File: src/rtl/mem_port_arbiter.sv
// mem_port_arbiter
// Two-requester arbiter for the unified memory of a multi-cycle CPU. Instruction
// fetch and load/store data share one fixed-latency memory port. An access is
// granted in IDLE, drives the memory for MEM_LAT cycles in ACCESS, and is
// acknowledged with a done pulse that leads into a single RESP cycle. Every
// output is a flop; the *_d values are computed in one combinational process.
module mem_port_arbiter #(
  parameter int AW      = 32,
  parameter int DW      = 32,
  parameter int MEM_LAT = 2,
  parameter int FAIR    = 0
) (
  input  logic          clk,
  input  logic          rst,
  input  logic          if_req,
  input  logic [AW-1:0] if_addr,
  output logic          if_gnt,
  output logic          if_done,
  input  logic          d_req,
  input  logic          d_we,
  input  logic [AW-1:0] d_addr,
  input  logic [DW-1:0] d_wdata,
  output logic          d_gnt,
  output logic          d_done,
  output logic [DW-1:0] rdata,
  output logic          mem_en,
  output logic          mem_we,
  output logic [AW-1:0] mem_addr,
  output logic [DW-1:0] mem_wdata,
  input  logic [DW-1:0] mem_rdata,
  output logic          iord,
  output logic          busy
);

  localparam int            CW       = (MEM_LAT > 1) ? $clog2(MEM_LAT) : 1;
  localparam logic [CW-1:0] CNT_LOAD = CW'(MEM_LAT - 1);

  typedef enum logic [1:0] {
    S_IDLE   = 2'd0,
    S_ACCESS = 2'd1,
    S_RESP   = 2'd2
  } state_t;

  state_t        state_q, state_d;
  logic [CW-1:0] cnt_q, cnt_d;
  // 1 when the data requester was the most recent owner
  logic          last_data_q, last_data_d;
  logic          if_gnt_q, if_gnt_d;
  logic          if_done_q, if_done_d;
  logic          d_gnt_q, d_gnt_d;
  logic          d_done_q, d_done_d;
  logic [DW-1:0] rdata_q, rdata_d;
  logic          mem_en_q, mem_en_d;
  logic          mem_we_q, mem_we_d;
  logic [AW-1:0] mem_addr_q, mem_addr_d;
  logic [DW-1:0] mem_wdata_q, mem_wdata_d;
  // iord doubles as the owner flag for the whole ACCESS/RESP span
  logic          iord_q, iord_d;
  logic          busy_q, busy_d;
  logic          pick_data;

  // Owner selection for an IDLE sample: a lone request wins; a conflict goes to
  // data, or in fair mode to whichever requester was not served last.
  always_comb begin
    pick_data = 1'b0;
    if (d_req && !if_req) begin
      pick_data = 1'b1;
    end else if (d_req && if_req) begin
      pick_data = (FAIR == 0) ? 1'b1 : !last_data_q;
    end
  end

  // Next-state and registered-output logic for IDLE -> ACCESS -> RESP -> IDLE.
  always_comb begin
    state_d     = state_q;
    cnt_d       = cnt_q;
    last_data_d = last_data_q;
    if_gnt_d    = 1'b0;
    if_done_d   = 1'b0;
    d_gnt_d     = 1'b0;
    d_done_d    = 1'b0;
    rdata_d     = rdata_q;
    mem_en_d    = mem_en_q;
    mem_we_d    = mem_we_q;
    mem_addr_d  = mem_addr_q;
    mem_wdata_d = mem_wdata_q;
    iord_d      = iord_q;
    unique case (state_q)
      S_IDLE: begin
        if (if_req || d_req) begin
          state_d     = S_ACCESS;
          cnt_d       = CNT_LOAD;
          last_data_d = pick_data;
          iord_d      = pick_data;
          d_gnt_d     = pick_data;
          if_gnt_d    = !pick_data;
          mem_en_d    = 1'b1;
          mem_we_d    = pick_data & d_we;
          mem_addr_d  = pick_data ? d_addr : if_addr;
          mem_wdata_d = pick_data ? d_wdata : '0;
        end
      end
      S_ACCESS: begin
        if (cnt_q == '0) begin
          // Last memory cycle: mem_rdata is valid now for a read.
          state_d  = S_RESP;
          mem_en_d = 1'b0;
          mem_we_d = 1'b0;
          if (!mem_we_q) begin
            rdata_d = mem_rdata;
          end
          d_done_d  = iord_q;
          if_done_d = !iord_q;
        end else begin
          cnt_d = cnt_q - 1'b1;
        end
      end
      S_RESP: begin
        state_d = S_IDLE;
        iord_d  = 1'b0;
      end
      default: begin
        state_d = S_IDLE;
      end
    endcase
    busy_d = (state_d != S_IDLE);
  end

  // State and output registers; reset abandons any access in flight.
  always_ff @(posedge clk) begin
    if (rst) begin
      state_q     <= S_IDLE;
      cnt_q       <= '0;
      last_data_q <= 1'b1;
      if_gnt_q    <= 1'b0;
      if_done_q   <= 1'b0;
      d_gnt_q     <= 1'b0;
      d_done_q    <= 1'b0;
      rdata_q     <= '0;
      mem_en_q    <= 1'b0;
      mem_we_q    <= 1'b0;
      mem_addr_q  <= '0;
      mem_wdata_q <= '0;
      iord_q      <= 1'b0;
      busy_q      <= 1'b0;
    end else begin
      state_q     <= state_d;
      cnt_q       <= cnt_d;
      last_data_q <= last_data_d;
      if_gnt_q    <= if_gnt_d;
      if_done_q   <= if_done_d;
      d_gnt_q     <= d_gnt_d;
      d_done_q    <= d_done_d;
      rdata_q     <= rdata_d;
      mem_en_q    <= mem_en_d;
      mem_we_q    <= mem_we_d;
      mem_addr_q  <= mem_addr_d;
      mem_wdata_q <= mem_wdata_d;
      iord_q      <= iord_d;
      busy_q      <= busy_d;
    end
  end

  assign if_gnt    = if_gnt_q;
  assign if_done   = if_done_q;
  assign d_gnt     = d_gnt_q;
  assign d_done    = d_done_q;
  assign rdata     = rdata_q;
  assign mem_en    = mem_en_q;
  assign mem_we    = mem_we_q;
  assign mem_addr  = mem_addr_q;
  assign mem_wdata = mem_wdata_q;
  assign iord      = iord_q;
  assign busy      = busy_q;

endmodule

File: config.mk
export PLATFORM = sky130hd
export DESIGN_NAME = mem_port_arbiter
export DESIGN_NICKNAME = d
export VERILOG_FILES = /design/src/rtl/mem_port_arbiter.sv
export SDC_FILE = /design/constraint.sdc
export NUM_CORES = 1
export LEC_CHECK = 0
export CORE_MARGIN = 1.5
export CORE_UTILIZATION = 34
export DETAILED_ROUTE_END_ITERATION = 7
export PLACE_DENSITY = 0.76
export REMOVE_ABC_BUFFERS = 1
export SYNTH_ARGS = -nofsm -noshare
export SYNTH_HDL_FRONTEND = slang
export SYNTH_SLANG_ARGS = --single-unit
File: constraint.sdc
create_clock -name clk -period 1.5 [get_ports clk]
set_clock_uncertainty 0.15 [all_clocks]
set_input_delay 0.15 -clock clk [delete_from_list [all_inputs] [get_ports clk]]
set_output_delay 0.15 -clock clk [all_outputs]
set_load 0.05 [all_outputs]
* Yosys cells after proc, flatten, opt, wreduce, memory -nomap -nowiden
Index checks and enable logic that the tools add are counted.
** Storage, ports and cells
- Bits in registers :: 107
- Bits of input ports :: 133
- Output and inout bits :: 104
- Logic and storage cells :: 57
** Operators by class
- Add/subtract/negate cells :: 1
- Equality and inequality tests :: 4
- Multiplexer cells :: 16
- Bitwise gates (word level) :: 6
- Reduce and logical (&&, ||, !) cells :: 17
** Operator list (number)
- two-way mux 32 bit :: 2
- case mux 1 bit (2 select lines) :: 4
- two-way mux 1 bit :: 7
- AND reduction 2 bit :: 3
- AND reduction 3 bit :: 2
- nonzero test 2 bit :: 3
- OR reduction 3 bit :: 2
- inverter 1 bit :: 5
- two-way mux 2 bit :: 2
- inequality test 2 bit (second input constant) :: 2
- case mux 2 bit (2 select lines) :: 1
- zero test 1 bit :: 3
- == test 2 x 1 -> 1 bit (second input constant) :: 1
- == test 2 bit (second input constant) :: 1
- logical AND 1 bit :: 2
- zero test 2 bit :: 1
- AND 1 bit :: 1
- logical OR 1 bit :: 1
- subtractor 1 bit (second input constant) :: 1

* Logic depth before layout (Yosys ltp)
- Depth in word-level cells :: 6
- Depth in mapped cells :: 7
- Gate-level depth less buffers :: 3

* Worst setup path before layout
Ideal clock, no wire load.
- Path kind :: register to register
- Start :: reg mem_we_q, in the netlist mem_we
- End :: reg rdata_q[0], in the netlist rdata[0]
- Setup time :: 138 ps
- Arrival time :: 1461 ps
- Data required time :: 1212 ps
- Path slack :: -250 ps
- Cell stages (with the launch flop) :: 6
- Path buffers :: 2
- Clock period less this slack :: 1750 ps
- Path through :: dfxtp_1 or4b_1 clkbuf_1 buf_2 nand2_1 a21oi_1
** Between the ends
- Cells in the longest elaborated chain, start to end :: 2
** Ends and longest elaborated chain
- start, declared :: RTL line 54 : logic mem_we_q, mem_we_d;
- start signal, assigned :: RTL line 156 : mem_we_q <= mem_we_d;
- inverter 1 bit (no source line)
- AND reduction 3 bit (no source line)
- end signal, assigned :: RTL line 154 : rdata_q <= rdata_d;
- end, declared :: RTL line 52 : logic [DW-1:0] rdata_q, rdata_d;
No other way between the ends.
A chain may end at the register's enable or synchronous reset.

* Final worst setup path
- Start :: reg mem_we_q, in the netlist mem_we
- End :: reg rdata_q[3], in the netlist rdata[3]
The elaborated chain is that of the path after synthesis.

==> results.cfg <==
[run_status]
outcome = finished with violations
violations = negative setup slack

[yosys]
ys_ff_latch = 107
synthTopCellsByArea = dfxtp_1 52%, a211oi_2 9.2%, a21oi_1 8.4%
synth_flop_cell = dfxtp_1
seq_area_frac_synth_pct = 52.3
yosysWarningCount = 0
async_flop_share_pct = 0
netlist_instances = 397
yosysTopAreaCell = dfxtp_1
ys_top_cells_by_count = 107 x dfxtp_1, 69 x a21oi_1, 66 x nand2_1, 32 x a22o_1, 32 x mux2i_1
yosysTopAreaCellShare_pct = 52.3
synth_most_common_cell = dfxtp_1
syn_area_mm2 = 0.00410
synth_cell_types = 27
avgSynthCellArea_um2 = 10.3
synth-edff-count = 0

[sta]
layout_setup_ws_ps = -27.8
hold_viol = 0
relSlewSlack_pct = 79.8
finalCritPeriodShare_pct = 102
fmaxAchievable_ghz = 0.655
rsz0062_at_grt = true
worst_pin_slew_ps = 300
final-setup-viol-count = 1
finalCriticalPeriod_ps = 1530
slew_violations = 0

[layout]
nets = 764
num_antenna_cells = 0
drive_above_1_share_pct = 30.8
utilization_pct = 70.1
syn_to_final_growth_pct = 98.0

[grt]
grt_pass1_wl_mm = 20.7
antenna_found_initial = 0
grt_overflow = 0
grt_pass1_vias = 4145
grt_use_total_pct = 20.3
grt_max_degree = 54

[floorplan]
dieArea_mm2 = 0.0127
die_h_um = 113
pin_count = 237
core-area_mm2 = 0.0116
start_util_pct = 35.4
fp-row-count = 39
die_w_um = 113

[power_and_ir_drop]
p_leak_nw = 3.15
power_density_mw_per_mm2 = 1080
peakVddDrop_mv = 0.603
clkPwrFrac_pct = 25.8
switching_share_pct = 33.4
pwr-share-comb_pct = 35.9
sequentialPowerShare_pct = 38.4
p_int_mw = 5.84
netSwitchingPower_mw = 2.93

[min_path]
hold_path_class = in2reg

[drt]
drc = 0
vias = 3935
routed_wl_mm = 13.7
viasPerCell = 5.05
antenna_left = 0
drt_iter0_drc = 161
wl_per_cell_um = 17.5
dr.pass1.iters = 4

[placed_design]
place.gp.congestion = 0.767
hpwl_mm = 9.86
place_ws_ps = -210
port_buffers = 236

[cts]
cts_buffers = 9
ctsHoldBuffers = 0
clk_pin_slew_ps = 70
cts_buffer_depth = 2
cts_root_buf = clkbuf_16
cts_sinks = 107
clkLatencyLatePin_ps = 340
cts_tree = built
cts_max_level = 3

[setup_path]
setup.worst_path.end_class = flop
path_max_fanout = 32
r2r_slack_ps = -30
start_kind = flop
cp.arrival_ps = 1610
required_ps = 1580
critPathKind = reg2reg

[flow_run]
cap_violations = 0
worst max-delay path, cell delays in order, from the launching register on:
cell and delay [ps]:
dfxtp_2 330, or4b_4 560, buf_12 190, nand2_1 120, a21oi_2 80
power by group through the flow:
stage / registers (mW) / logic (mW) / clock network (mW)
6_report: 3.36 / 3.14 / 2.26
5_1_grt: 3.39 / 3.27 / 2.45
4_1_cts: 3.36 / 3.10 / 2.32
3_5_place_dp: 3.42 / 3.07 / 0
3_3_place_gp: 3.41 / 3.02 / 0
2_1_floorplan: 4.13 / 0.573 / 0
final timing paths:
| path | end | cells after the start | startpoint |
|---|---|---|---|
| min reg2reg | rdata[9] | 2 | rdata[9] |
| min | if_gnt | 3 | d_req |
| max reg2reg | rdata[3] | 4 | mem_we |
| max | rdata[3] | 4 | mem_we |
sequential cells by signal, summed over array words and instances (netlist names):
register and flops:
mem_en 1, if_done 1, cnt_q 1, state_q 2
mem_wdata 32, d_done 1, iord 1, rdata 32
mem_we 1, if_gnt 1, mem_addr 32, d_gnt 1
busy 1
layer usage:
metal	up-vias	routed length (um)	GRT usage, %
met1	1861	5110	21.7
li1	1891	-	-
met4	0	257	7.68
met3	22	1170	6.27
met5	-	0	0
met2	161	7120	37.5
placed cells by master (no fill, tap or decap), drive strengths merged:
cell and instances:
a211oi 32, a21oi 70, a22o 32, a31o 1, a32o 1, and2 3, and3 1, buf 128
clkbuf 11, clkdlybuf4s50 130, clkinv 3, clkinvlp 2, dfxtp 107, inv 4, mux2i 32, nand2 66
nand2b 2, nor2 1, nor2b 1, nor3 3, nor4 1, nor4b 1, o21ai 2, or2 1
or4b 1
layout make-up:
| cell class | count | area, um2 |
|---|---|---|
| Fill cell | 837 | 3460 |
| Timing Repair Buffer | 260 | 3690 |
| Clock inverter | 7 | 61.3 |
| Sequential cell | 107 | 2140 |
| Clock buffer | 9 | 225 |
| Multi-Input combinational cell | 251 | 1800 |
| Inverter | 2 | 7.51 |
| Tap cell | 143 | 179 |
metrics by stage:
stage	power, mW	hold WS, ps	instance area [um2]	std cells	TNS, ps
finish	8.76	62.5	8110	779	-27.8
global route	9.11	74.8	8110	779	-295
floorplan	4.70	64.6	3880	359	-59800
detailed placement	6.50	335	7680	759	-11510
global placement	6.43	329	7680	759	-11320
CTS	8.78	57.7	7990	776	-18.1
kinds of logic (layout without fill, tap and decap cells):
family                 after synthesis  after routing  synth area share [%]
AO/OA/AOI/OAI                      138            138                  25.9
flip-flops                         107            107                  52.3
AND/OR/NAND/NOR                     80             81                  8.59
buffers and inverters               40            278                  5.38
multiplexers                        32             32                  7.82
what timing repair did:
| action | CTS | global route |
|---|---|---|
| pin swaps | 1 | 3 |
| cloned | 1 | 2 |
| hold endpoints to repair | 0 | 0 |
| endpoints found under the setup margin | 64 | 85 |
| buffers inserted | 0 | 1 |
| gates resized for setup | 4 | 14 |
Power figures use the tool's default switching activity.
